`src/rtl/uart_tx_arbiter.sv`:
```
// Round-robin arbiter that feeds bytes from N_REQ producers into one UART transmitter,
// holding tx_data for the whole frame and watching td_busy for completion or a stall.
module uart_tx_arbiter #(
  parameter int N_REQ        = 4,
  parameter int BUSY_TIMEOUT = 16,
  localparam int GW          = $clog2(N_REQ)
) (
  input  logic                 clk,
  input  logic                 reset,
  input  logic [N_REQ-1:0]     req_valid,
  input  logic [8*N_REQ-1:0]   req_data,
  output logic [N_REQ-1:0]     req_ready,
  output logic [7:0]           tx_data,
  output logic                 send,
  input  logic                 td_busy,
  output logic [GW-1:0]        grant_id,
  output logic                 active,
  output logic                 frame_done,
  output logic                 timeout_err,
  input  logic                 err_clr
);

  typedef enum logic [1:0] {IDLE, LAUNCH, WAIT_BUSY, WAIT_DONE} state_e;

  state_e            state_q, state_d;
  logic [GW-1:0]     last_grant_q, last_grant_d;
  logic [GW-1:0]     grant_q, grant_d;
  logic [7:0]        tx_data_q, tx_data_d;
  logic [N_REQ-1:0]  req_ready_q, req_ready_d;
  logic              send_q, send_d;
  logic              frame_done_q, frame_done_d;
  logic              err_q, err_d;
  logic [7:0]        cnt_q, cnt_d;

  logic              found;
  logic [GW-1:0]     winner;
  logic [GW-1:0]     cand;
  logic              timeout;

  // Search starts one past the previous winner so every requester gets its turn.
  always_comb begin
    found  = 1'b0;
    winner = '0;
    cand   = '0;
    for (int i = 1; i <= N_REQ; i++) begin
      cand = GW'((int'(last_grant_q) + i) % N_REQ);
      if (!found && req_valid[cand]) begin
        found  = 1'b1;
        winner = cand;
      end
    end
  end

  // NOTE: every variable driven here gets a default first, so no path can infer a latch.
  always_comb begin
    state_d      = state_q;
    last_grant_d = last_grant_q;
    grant_d      = grant_q;
    tx_data_d    = tx_data_q;
    req_ready_d  = '0;
    send_d       = 1'b0;
    frame_done_d = 1'b0;
    cnt_d        = cnt_q;
    timeout      = 1'b0;

    unique case (state_q)
      IDLE: begin
        if (!td_busy && found) begin
          tx_data_d           = req_data[{winner, 3'b000} +: 8];
          grant_d             = winner;
          last_grant_d        = winner;
          req_ready_d[winner] = 1'b1;
          send_d              = 1'b1;
          state_d             = LAUNCH;
        end
      end
      LAUNCH: begin
        cnt_d   = '0;
        state_d = WAIT_BUSY;
      end
      WAIT_BUSY: begin
        if (td_busy) begin
          state_d = WAIT_DONE;
        end else begin
          cnt_d = (cnt_q == 8'hFF) ? cnt_q : cnt_q + 8'd1;
          if (cnt_d >= 8'(BUSY_TIMEOUT)) begin
            timeout = 1'b1;
            state_d = IDLE;
          end
        end
      end
      WAIT_DONE: begin
        if (!td_busy) begin
          frame_done_d = 1'b1;
          state_d      = IDLE;
        end
      end
      default: state_d = IDLE;
    endcase

    // A fresh timeout outranks a simultaneous clear.
    if (timeout)      err_d = 1'b1;
    else if (err_clr) err_d = 1'b0;
    else              err_d = err_q;
  end

  // NOTE: state registers use non-blocking assignments so all flops update from pre-edge values.
  always_ff @(posedge clk or negedge reset) begin
    if (!reset) begin
      state_q      <= IDLE;
      last_grant_q <= GW'(N_REQ - 1);
      grant_q      <= '0;
      tx_data_q    <= 8'h00;
      req_ready_q  <= '0;
      send_q       <= 1'b0;
      frame_done_q <= 1'b0;
      err_q        <= 1'b0;
      cnt_q        <= 8'h00;
    end else begin
      state_q      <= state_d;
      last_grant_q <= last_grant_d;
      grant_q      <= grant_d;
      tx_data_q    <= tx_data_d;
      req_ready_q  <= req_ready_d;
      send_q       <= send_d;
      frame_done_q <= frame_done_d;
      err_q        <= err_d;
      cnt_q        <= cnt_d;
    end
  end

  assign req_ready   = req_ready_q;
  assign tx_data     = tx_data_q;
  assign send        = send_q;
  assign grant_id    = grant_q;
  assign active      = (state_q != IDLE);
  assign frame_done  = frame_done_q;
  assign timeout_err = err_q;

endmodule

```
`config.mk`:
```
export PLATFORM = sky130hd
export DESIGN_NAME = uart_tx_arbiter
export DESIGN_NICKNAME = d
export VERILOG_FILES = /design/src/rtl/uart_tx_arbiter.sv
export SDC_FILE = /design/constraint.sdc
export NUM_CORES = 1
export LEC_CHECK = 0
export CAP_MARGIN = 25
export CORE_UTILIZATION = 40
export DETAILED_ROUTE_END_ITERATION = 7
export GPL_TIMING_DRIVEN = 0
export PLACE_DENSITY = 0.76
export SYNTH_ARGS = -nofsm -noshare
export SYNTH_HDL_FRONTEND = slang
export SYNTH_SLANG_ARGS = --single-unit
```
`constraint.sdc`:
```
create_clock -name clk -period 2 [get_ports clk]
set_clock_uncertainty 0.2 [all_clocks]
set_input_delay 0.2 -clock clk [delete_from_list [all_inputs] [get_ports clk]]
set_output_delay 0.2 -clock clk [all_outputs]
set_load 0.05 [all_outputs]
```
==> Yosys cells after proc, flatten, opt, wreduce, memory -nomap -nowiden <==
Index checks and enable logic that the tools add are counted.
{ "totals": {"register_bits": 29, "input_bits": 40, "elab_cells": 83} }
{ "classes": {"n_addsub": 5, "magnitude_cmp": 7, "n_eq_ne": 8, "shifts": 1, "mux": 37, "n_reduce_logical": 16} }
{ "op_table": {"columns": ["operator", "count"], "rows": [
  ["indexed part select 32 x 6 -> 8 bit", 1],
  ["2-to-1 mux 1 bit", 18],
  ["2-to-1 mux 2 bit", 8],
  ["2-to-1 mux 8 bit", 2],
  ["case mux 8 bit (2 select lines)", 1],
  ["< comparator 2 x 3 -> 1 bit (second input constant)", 5],
  ["adder 8 x 1 -> 8 bit (second input constant)", 1],
  ["binary-select mux 1 bit (select 2 bit)", 4],
  ["== test 8 bit (second input constant)", 1],
  ["greater-or-equal comparator 8 x 5 -> 1 bit (second input constant)", 1],
  ["2-to-1 mux 4 bit", 2],
  ["case mux 2 bit (4 select lines)", 1],
  ["!= test 2 bit (second input constant)", 3],
  ["nonzero test 2 bit", 3],
  ["logical AND 1 bit", 5],
  ["adder 2 x 1 -> 2 bit (second input constant)", 2],
  ["adder 2 bit (second input constant)", 2],
  ["== test 2 bit (second input constant)", 2],
  ["logical NOT 1 bit", 4],
  ["AND reduction 2 bit", 2],
  ["!= test 3 bit (second input constant)", 1],
  ["AND reduction 3 bit", 1],
  ["demux 1 bit (select 2 bit)", 1],
  ["== test 2 x 1 -> 1 bit (second input constant)", 1],
  ["other kinds (2)", 2]
]} }

==> Depth between registers and ports, before layout <==
Gate-level depths: netlist (run 1).
{ "logic_depth": {"ltp_word": 19, "mapped_depth": 8, "mapped_depth_nobuf": 6} }

==> Least setup slack after synthesis (run 1) <==
OpenSTA, ideal clock, no wires.
{ "synth_path": {"path_type": "flip-flop to flip-flop", "from": "reg state_q[1]", "to": "reg tx_data_q[3], in the netlist tx_data[3]", "t_arrival_ns": 1.637, "slack_ns": 0.069, "stages_incl_launch_ff": 9, "cell_sequence": "dfrtp_1 -> clkinv_1 -> nand2_2 -> or3_1 -> buf_6 -> clkinv_2 -> clkbuf_4 -> nor2_1 -> a221oi_2"} }
{ "synth_between": {"elab_chain_cells": 2} }
{ "synth_rtl": {"columns": ["element", "line_no", "rtl"], "rows": [
  ["start: declaration", "25", "state_e state_q, state_d;"],
  ["start signal: assignment", "120", "state_q <= state_d;"],
  ["logical NOT 2 bit", "66", "unique case (state_q)"],
  ["AND reduction 2 bit (no source line)", null, null],
  ["end signal: assignment", "123", "tx_data_q <= tx_data_d;"],
  ["end: declaration", "28", "logic [7:0] tx_data_q, tx_data_d;"]
]} }
No other way between the ends.
A chain may end at the register's enable or synchronous reset.

==> Final worst setup path (run 1) <==
{ "layout_path": {"from": "reg last_grant_q[0]", "to": "reg tx_data_q[7], in the netlist tx_data[7]"} }
{ "layout_between": {"elab_chain_cells": 15} }
{ "layout_rtl": {"columns": ["element", "line_no", "rtl"], "rows": [
  ["start: declaration", "26", "logic [GW-1:0] last_grant_q, last_grant_d;"],
  ["start signal: assignment", "111", "last_grant_q <= GW'(N_REQ - 1);"],
  ["start signal: assignment", "121", "last_grant_q <= last_grant_d;"],
  ["parallel branches: the longest is 15 deep, another holds adder 2 x 1 -> 2 bit", null, null]
]} }
Several ways; the timed one is not identified. The select of a mux whose other input is x is not followed.

==> impl_metrics.json, run 1 <==
{
  "root_buffer": "clkbuf_8",
  "grt.overflow.total": 0,
  "hold_ws_ns": 0.09992,
  "rows": 22,
  "p_per_area_nw_per_um2": 1319,
  "drv_cap": 0,
  "rsz0062_at_grt": "yes",
  "worst_path_dominant_cell_family": "flip-flops",
  "setup_slack_ns": 0.01842,
  "drc_errors": 0,
  "placed_cells": 254,
  "ys_warn_count": 0,
  "grt_max_degree": 20,
  "antenna_cells": 0,
  "tritoncts": "built",
  "criticalPathCategory": "reg -> reg",
  "grt_pass1_wl_mm": 6.320,
  "layout.cells.non_filler": 270,
  "path_common_cell": "buf_4",
  "drtIter0Drc": 38,
  "ys_ff_latch": 29,
  "final-setup-viol-count": 0,
  "finalHoldViolations": 0,
  "hold_buffers": 0,
  "period_needed_ns": 1.982,
  "drive_above_1_share_pct": 21.62,
  "syn-num-nets": 189,
  "first_global_vias": 1462,
  "synth.distinct_cells": 42,
  "first_pass_iters": 4,
  "cp.required_ns": 1.95,
  "cts.sinks": 29,
  "cpPeakStageDelay_ns": 0.59,
  "synth_edf_count": 0,
  "path_cells": "nand2b_1 > a21oi_1 > a211oi_2 > buf_4 > buf_4 > mux2i_1 > a221oi_2",
  "start_kind": "register",
  "syn_area_per_cell_um2": 10.65,
  "cts_buffers": 5,
  "cellLeakagePower_nw": 1.066,
  "rrSetupSlack_ns": 0.02,
  "cp.arrival_ns": 1.93,
  "hold_path.class": "in -> async",
  "ir_drop_mv": 0.8339,
  "track_usage_pct": 19.84,
  "place_ws_ns": -0.2007,
  "syn_inst": 148,
  "portBuffers": 57,
  "start_util_pct": 42.42,
  "cts.htree.levels": 2,
  "dp_hpwl_mm": 2.640,
  "path_max_fanout": 5,
  "slowest_stage": "dfstp_2",
  "core_um2": 3716,
  "antenna_found_initial": 0,
  "slew_violations": 0,
  "viasPerCell": 5.252,
  "fp.dieH_um": 64.78,
  "die_w_um": 64.78,
  "end_kind": "register",
  "io_pins": 58,
  "synthArstFlopShare_pct": 100.0,
  "fmax_mhz": 504.6,
  "synth_ff_type": "dfrtp_1",
  "tightestPinTransition_ns": 0.6037,
  "clock_latency_ns": 0.28,
  "clockBufferDepth": 2,
  "via_count": 1418,
  "ant_nets": 0,
  "yosysSeqAreaShare_pct": 46.19,
  "status": "finished, final reports clean",
  "period_share_pct": 99.08,
  "place_congestion": 0.8190,
  "syn_to_final_growth_pct": 55.56,
  "routed_wirelength_mm": 3.936,
  "path_buf_inv": 2,
  "routedWlPerCell_um": 14.58,
  "relSlewSlack_pct": 59.63,
  "nets": 262,
  "synth_area_um2": 1577,
  "dieArea_um2": 4196,
  "path_clk_slew_ns": 0.06,
  "utilization_pct": 65.99
}
[where the power goes]
part           switching (mW)  internal (mW)  leakage, nW
clock                   0.219          0.310       0.0542
sequential              0.148          0.790        0.361
combinational            1.04          0.726        0.650
[flip-flops by register name, indices dropped and copies added (netlist names)]
signal        count
cnt_q             8
tx_data           8
req_ready         4
grant_id          2
last_grant_q      2
state_q           2
frame_done        1
send              1
timeout_err       1
[layer usage]
layer | vias up | part of all wire (%) | global-route usage, %
li1 | 688 | - | -
met1 | 667 | 44 | 23.58
met2 | 56 | 47 | 32.29
met3 | 7 | 6.6 | 6.690
met4 | 0 | 1.5 | 8.611
met5 | - | 0 | 0
[cells by family (layout without fill, tap and decap cells)]
group,count (synthesis),count (layout),share of synthesized area (%)
AO/OA/AOI/OAI,27,27,16.75
adder cells (fa/ha/maj),1,1,0.7935
buffers and inverters,10,84,4.365
multiplexers,20,20,12.78
flip-flops,29,29,46.19
AND/OR/NAND/NOR,61,61,19.13
[final cells by class]
class                      count  area [um^2]
buffer                         5        52.55
clock buffer                   7        96.34
clock inverter                 1        5.005
fill                         298         1264
inverter                       5        20.02
multi-input combinational    109        830.8
sequential                    29        728.2
tap                           48        60.06
timing repair buffer          66        659.4
[through the flow]
stage,TNS [ns],power [mW],instance area (um^2)
detailed placement,-2.427,2.559,2235
global route,-0.4004,3.416,2452
CTS,0,3.118,2362
global placement,-1.369,2.515,2207
finish,0,3.235,2452
floorplan,0,2.055,1577
[cell usage after synthesis, drive strengths merged (3+ instances only)]
master / n / share of area, %
dfrtp: 27 / 43
mux2i: 19 / 12
nand3: 8 / 2.5
buf: 4 / 2.6
clkinv: 3 / 0.79
nor3: 4 / 1.6
nand2: 17 / 4.2
nor2: 18 / 4.8
a221oi: 8 / 7.6
o21ai: 6 / 1.9
a21oi: 5 / 1.6
[worst register-to-register path: cells and delay by family, from the launching register on]
| kind | cells | cell delay (ns) |
|---|---|---|
| muxes | 1 | 0.25 |
| AOI/OAI and AO/OA | 3 | 0.34 |
| DFF | 1 | 0.59 |
| buffers and inverters | 2 | 0.34 |
| and+or+nand+nor | 1 | 0.14 |
[worst paths after layout]
check / cells past startpoint / end / from
max: 7 / tx_data[7] / last_grant_q[0]
min: 1 / cnt_q[7] / reset
max reg2reg: 7 / tx_data[7] / last_grant_q[0]
min reg2reg: 2 / grant_id[1] / grant_id[1]
max in group asynchronous: 2 / last_grant_q[1] / reset
min in group clk: 2 / grant_id[1] / grant_id[1]
[what timing repair did]
| item | in CTS | in global routing |
|---|---|---|
| setup endpoints to repair | 2 | 9 |
| gates cloned | 0 | 1 |
| buffers inserted | 2 | 5 |
| endpoints found under the hold margin | 0 | 0 |
| pin swaps | 0 | 8 |
| gates resized for setup | 2 | 13 |
[layout by cell type (no fill, tap or decap), types with 2 or more instances in the layout]
cell type and n:
clkdlybuf4s50_1 55, dfrtp_1 27, mux2i_1 18, nor2_1 17, nand2_1 16, buf_4 9
nand3_1 8, a221oi_2 8, clkbuf_8 7, o21ai_1 4, buf_6 4, a21oi_1 3
nor3_1 3, clkinv_1 2, inv_1 2, nand2b_1 2, clkinv_2 2, a21oi_2 2
o21ai_0 2, dfstp_2 2
Note: power is estimated with default switching activity, not from simulation.
==> run 2: changes to the inputs <==
Settings changed: CAP_MARGIN 25 to 10, GPL_ROUTABILITY_DRIVEN set to 0.
==> run 2 against run 1 <==
Worst hold slack gained 0.17 ns. Wire length shrank 2.5%. Global-route usage fell by 0.56 points. Fmax decreased by 0.64%. Power down 1.6%. Flip-flop and latch count did not move. Sequential power about the same. Design area fell by 0.46%. Combinational power barely moved.
==> impl_metrics.json, run 2 (synthesis results as in run 1) <==
{
  "clock_latency_ns": 0.29,
  "hold_ws_ns": 0.2746,
  "path_common_cell": "buf_4",
  "ant_nets": 0,
  "rows": 22,
  "cp.required_ns": 1.96,
  "cp.arrival_ns": 1.95,
  "comb_power_share_pct": 56.0,
  "start_kind": "register",
  "period_needed_ns": 1.994,
  "slew_violations": 0,
  "track_usage_pct": 19.28,
  "portBuffers": 57,
  "antenna_found_initial": 0,
  "fp.dieH_um": 64.78,
  "p_sw_mw": 1.402,
  "finalHoldViolations": 0,
  "utilization_pct": 65.69,
  "grt_max_degree": 30,
  "antenna_cells": 0,
  "cts.sinks": 29,
  "slowest_stage": "dfstp_2",
  "multi_input_area_um2": 844.6,
  "tightestPinTransition_ns": 0.6288,
  "tritoncts": "built",
  "fin_total_pwr_mw": 3.184,
  "via_count": 1449,
  "layout.cells.non_filler": 272,
  "timing.rr.end": "tx_data[5]",
  "r2r_cells": 7,
  "p_per_area_nw_per_um2": 1304,
  "fmax_mhz": 501.4,
  "cts_buffers": 5,
  "ir_drop_mv": 1.116,
  "final_cell_mix": "clkdlybuf4s50_1 (54), dfrtp_1 (26), nor2_1 (17)",
  "dieArea_um2": 4196,
  "viasPerCell": 5.327,
  "first_pass_iters": 4,
  "path_max_fanout": 5,
  "drtIter0Drc": 77,
  "p_seq_share_pct": 29.5,
  "die_w_um": 64.78,
  "dp_hpwl_mm": 2.591,
  "relSlewSlack_pct": 58.08,
  "end_kind": "register",
  "core_um2": 3716,
  "path_clk_slew_ns": 0.06,
  "rrSetupSlack_ns": 0.006,
  "intPower_mw": 1.782,
  "criticalPathCategory": "reg -> reg",
  "path_cells": "nand2b_1 > a21oi_1 > a211oi_2 > buf_4 > buf_4 > mux2i_1 > a221oi_2",
  "first_global_vias": 1385,
  "cpPeakStageDelay_ns": 0.57,
  "start_util_pct": 42.42,
  "nets": 264,
  "drv_cap": 0,
  "cts.htree.levels": 2,
  "grt.overflow.total": 0,
  "grt_pass1_wl_mm": 6.106,
  "clockBufferDepth": 2,
  "final-setup-viol-count": 0,
  "r2r-start": "last_grant_q[0]",
  "hold_path.class": "in -> async",
  "io_pins": 58,
  "seqCellArea_um2": 729.5,
  "fill_cells": 295,
  "switching_share_pct": 44.04,
  "cellLeakagePower_nw": 1.050,
  "clkPwrFrac_pct": 14.5,
  "syn_to_final_growth_pct": 54.84,
  "period_share_pct": 99.72,
  "layout_commonest_cell": "clkdlybuf4s50_1",
  "routed_wirelength_mm": 3.836,
  "root_buffer": "clkbuf_8",
  "drc_errors": 0,
  "drive_above_1_share_pct": 22.77,
  "routedWlPerCell_um": 14.10,
  "status": "finished, final reports clean",
  "placed_cells": 253
}
==> run 2: power groups by stage <==
stage / Sequential (mW) / Clock, mW / Combinational, mW
2_1_floorplan: 1.33 / 0 / 0.722
3_3_place_gp: 0.936 / 0 / 1.58
3_5_place_dp: 0.939 / 0 / 1.61
4_1_cts: 0.940 / 0.467 / 1.60
5_1_grt: 0.966 / 0.500 / 1.90
6_report: 0.939 / 0.463 / 1.78
==> run 2: worst max path at each step <==
stage / slack, ns / to / start
3_3_place_gp: -0.12 / tx_data[6] / req_valid[0]
3_5_place_dp: -0.20 / cnt_q[3] / td_busy
2_1_floorplan: 0.07 / tx_data[3] / state_q[1]
5_1_grt: -0.05 / cnt_q[3] / td_busy
6_report: 0.006 / tx_data[5] / last_grant_q[0]
4_1_cts: -0.03 / state_q[1] / cnt_q[0]
==> run 2: area by class of cell <==
type | instances | share of cell area (%)
plain buffers | 5 | 2.153
clock buffers | 6 | 2.973
clock inverters | 2 | 0.4100
inverters | 5 | 0.8201
multi-input cells | 109 | 34.60
flip-flops and latches | 29 | 29.88
well taps | 48 | 2.460
repair buffers | 68 | 26.70
==> run 2: metrics by stage <==
| stage | instance area (um^2) | setup slack [ns] | setup TNS (ns) |
|---|---|---|---|
| 6_report | 2441 | 0.005625 | 0 |
| 5_1_grt | 2441 | -0.04936 | -0.2922 |
| 4_1_cts | 2301 | -0.02837 | -0.02837 |
| 3_5_place_dp | 2207 | -0.1987 | -2.262 |
| 3_3_place_gp | 2207 | -0.1194 | -1.369 |
| 2_1_floorplan | 1577 | 0.06883 | 0 |
==> run 2: per-layer routing <==
layer	global-route usage, %	wire (um)	share of wire (%)	vias up
met1	23.50	1610	42	682
met2	30.34	1807	47	70
met3	8.627	350	9.1	8
li1	-	-	-	689
met4	5.833	68	1.8	0
met5	0	0	0	-
==> run 2: critical path: cells and delay by family, from the launching register on <==
kind,cells,cell delay [ns]
buffers and inverters,2,0.34
DFF,1,0.57
and+or+nand+nor,1,0.12
AOI/OAI and AO/OA,3,0.39
muxes,1,0.25
==> run 2: timing repair <==
| action | in CTS | in global routing |
|---|---|---|
| cloned | 0 | 1 |
| hold buffers | 0 | 1 |
| gates resized for setup | 2 | 15 |
| endpoints found under the hold margin | 0 | 27 |
| pin swaps | 1 | 5 |
| setup buffers | 0 | 9 |
| setup endpoints to repair | 3 | 12 |
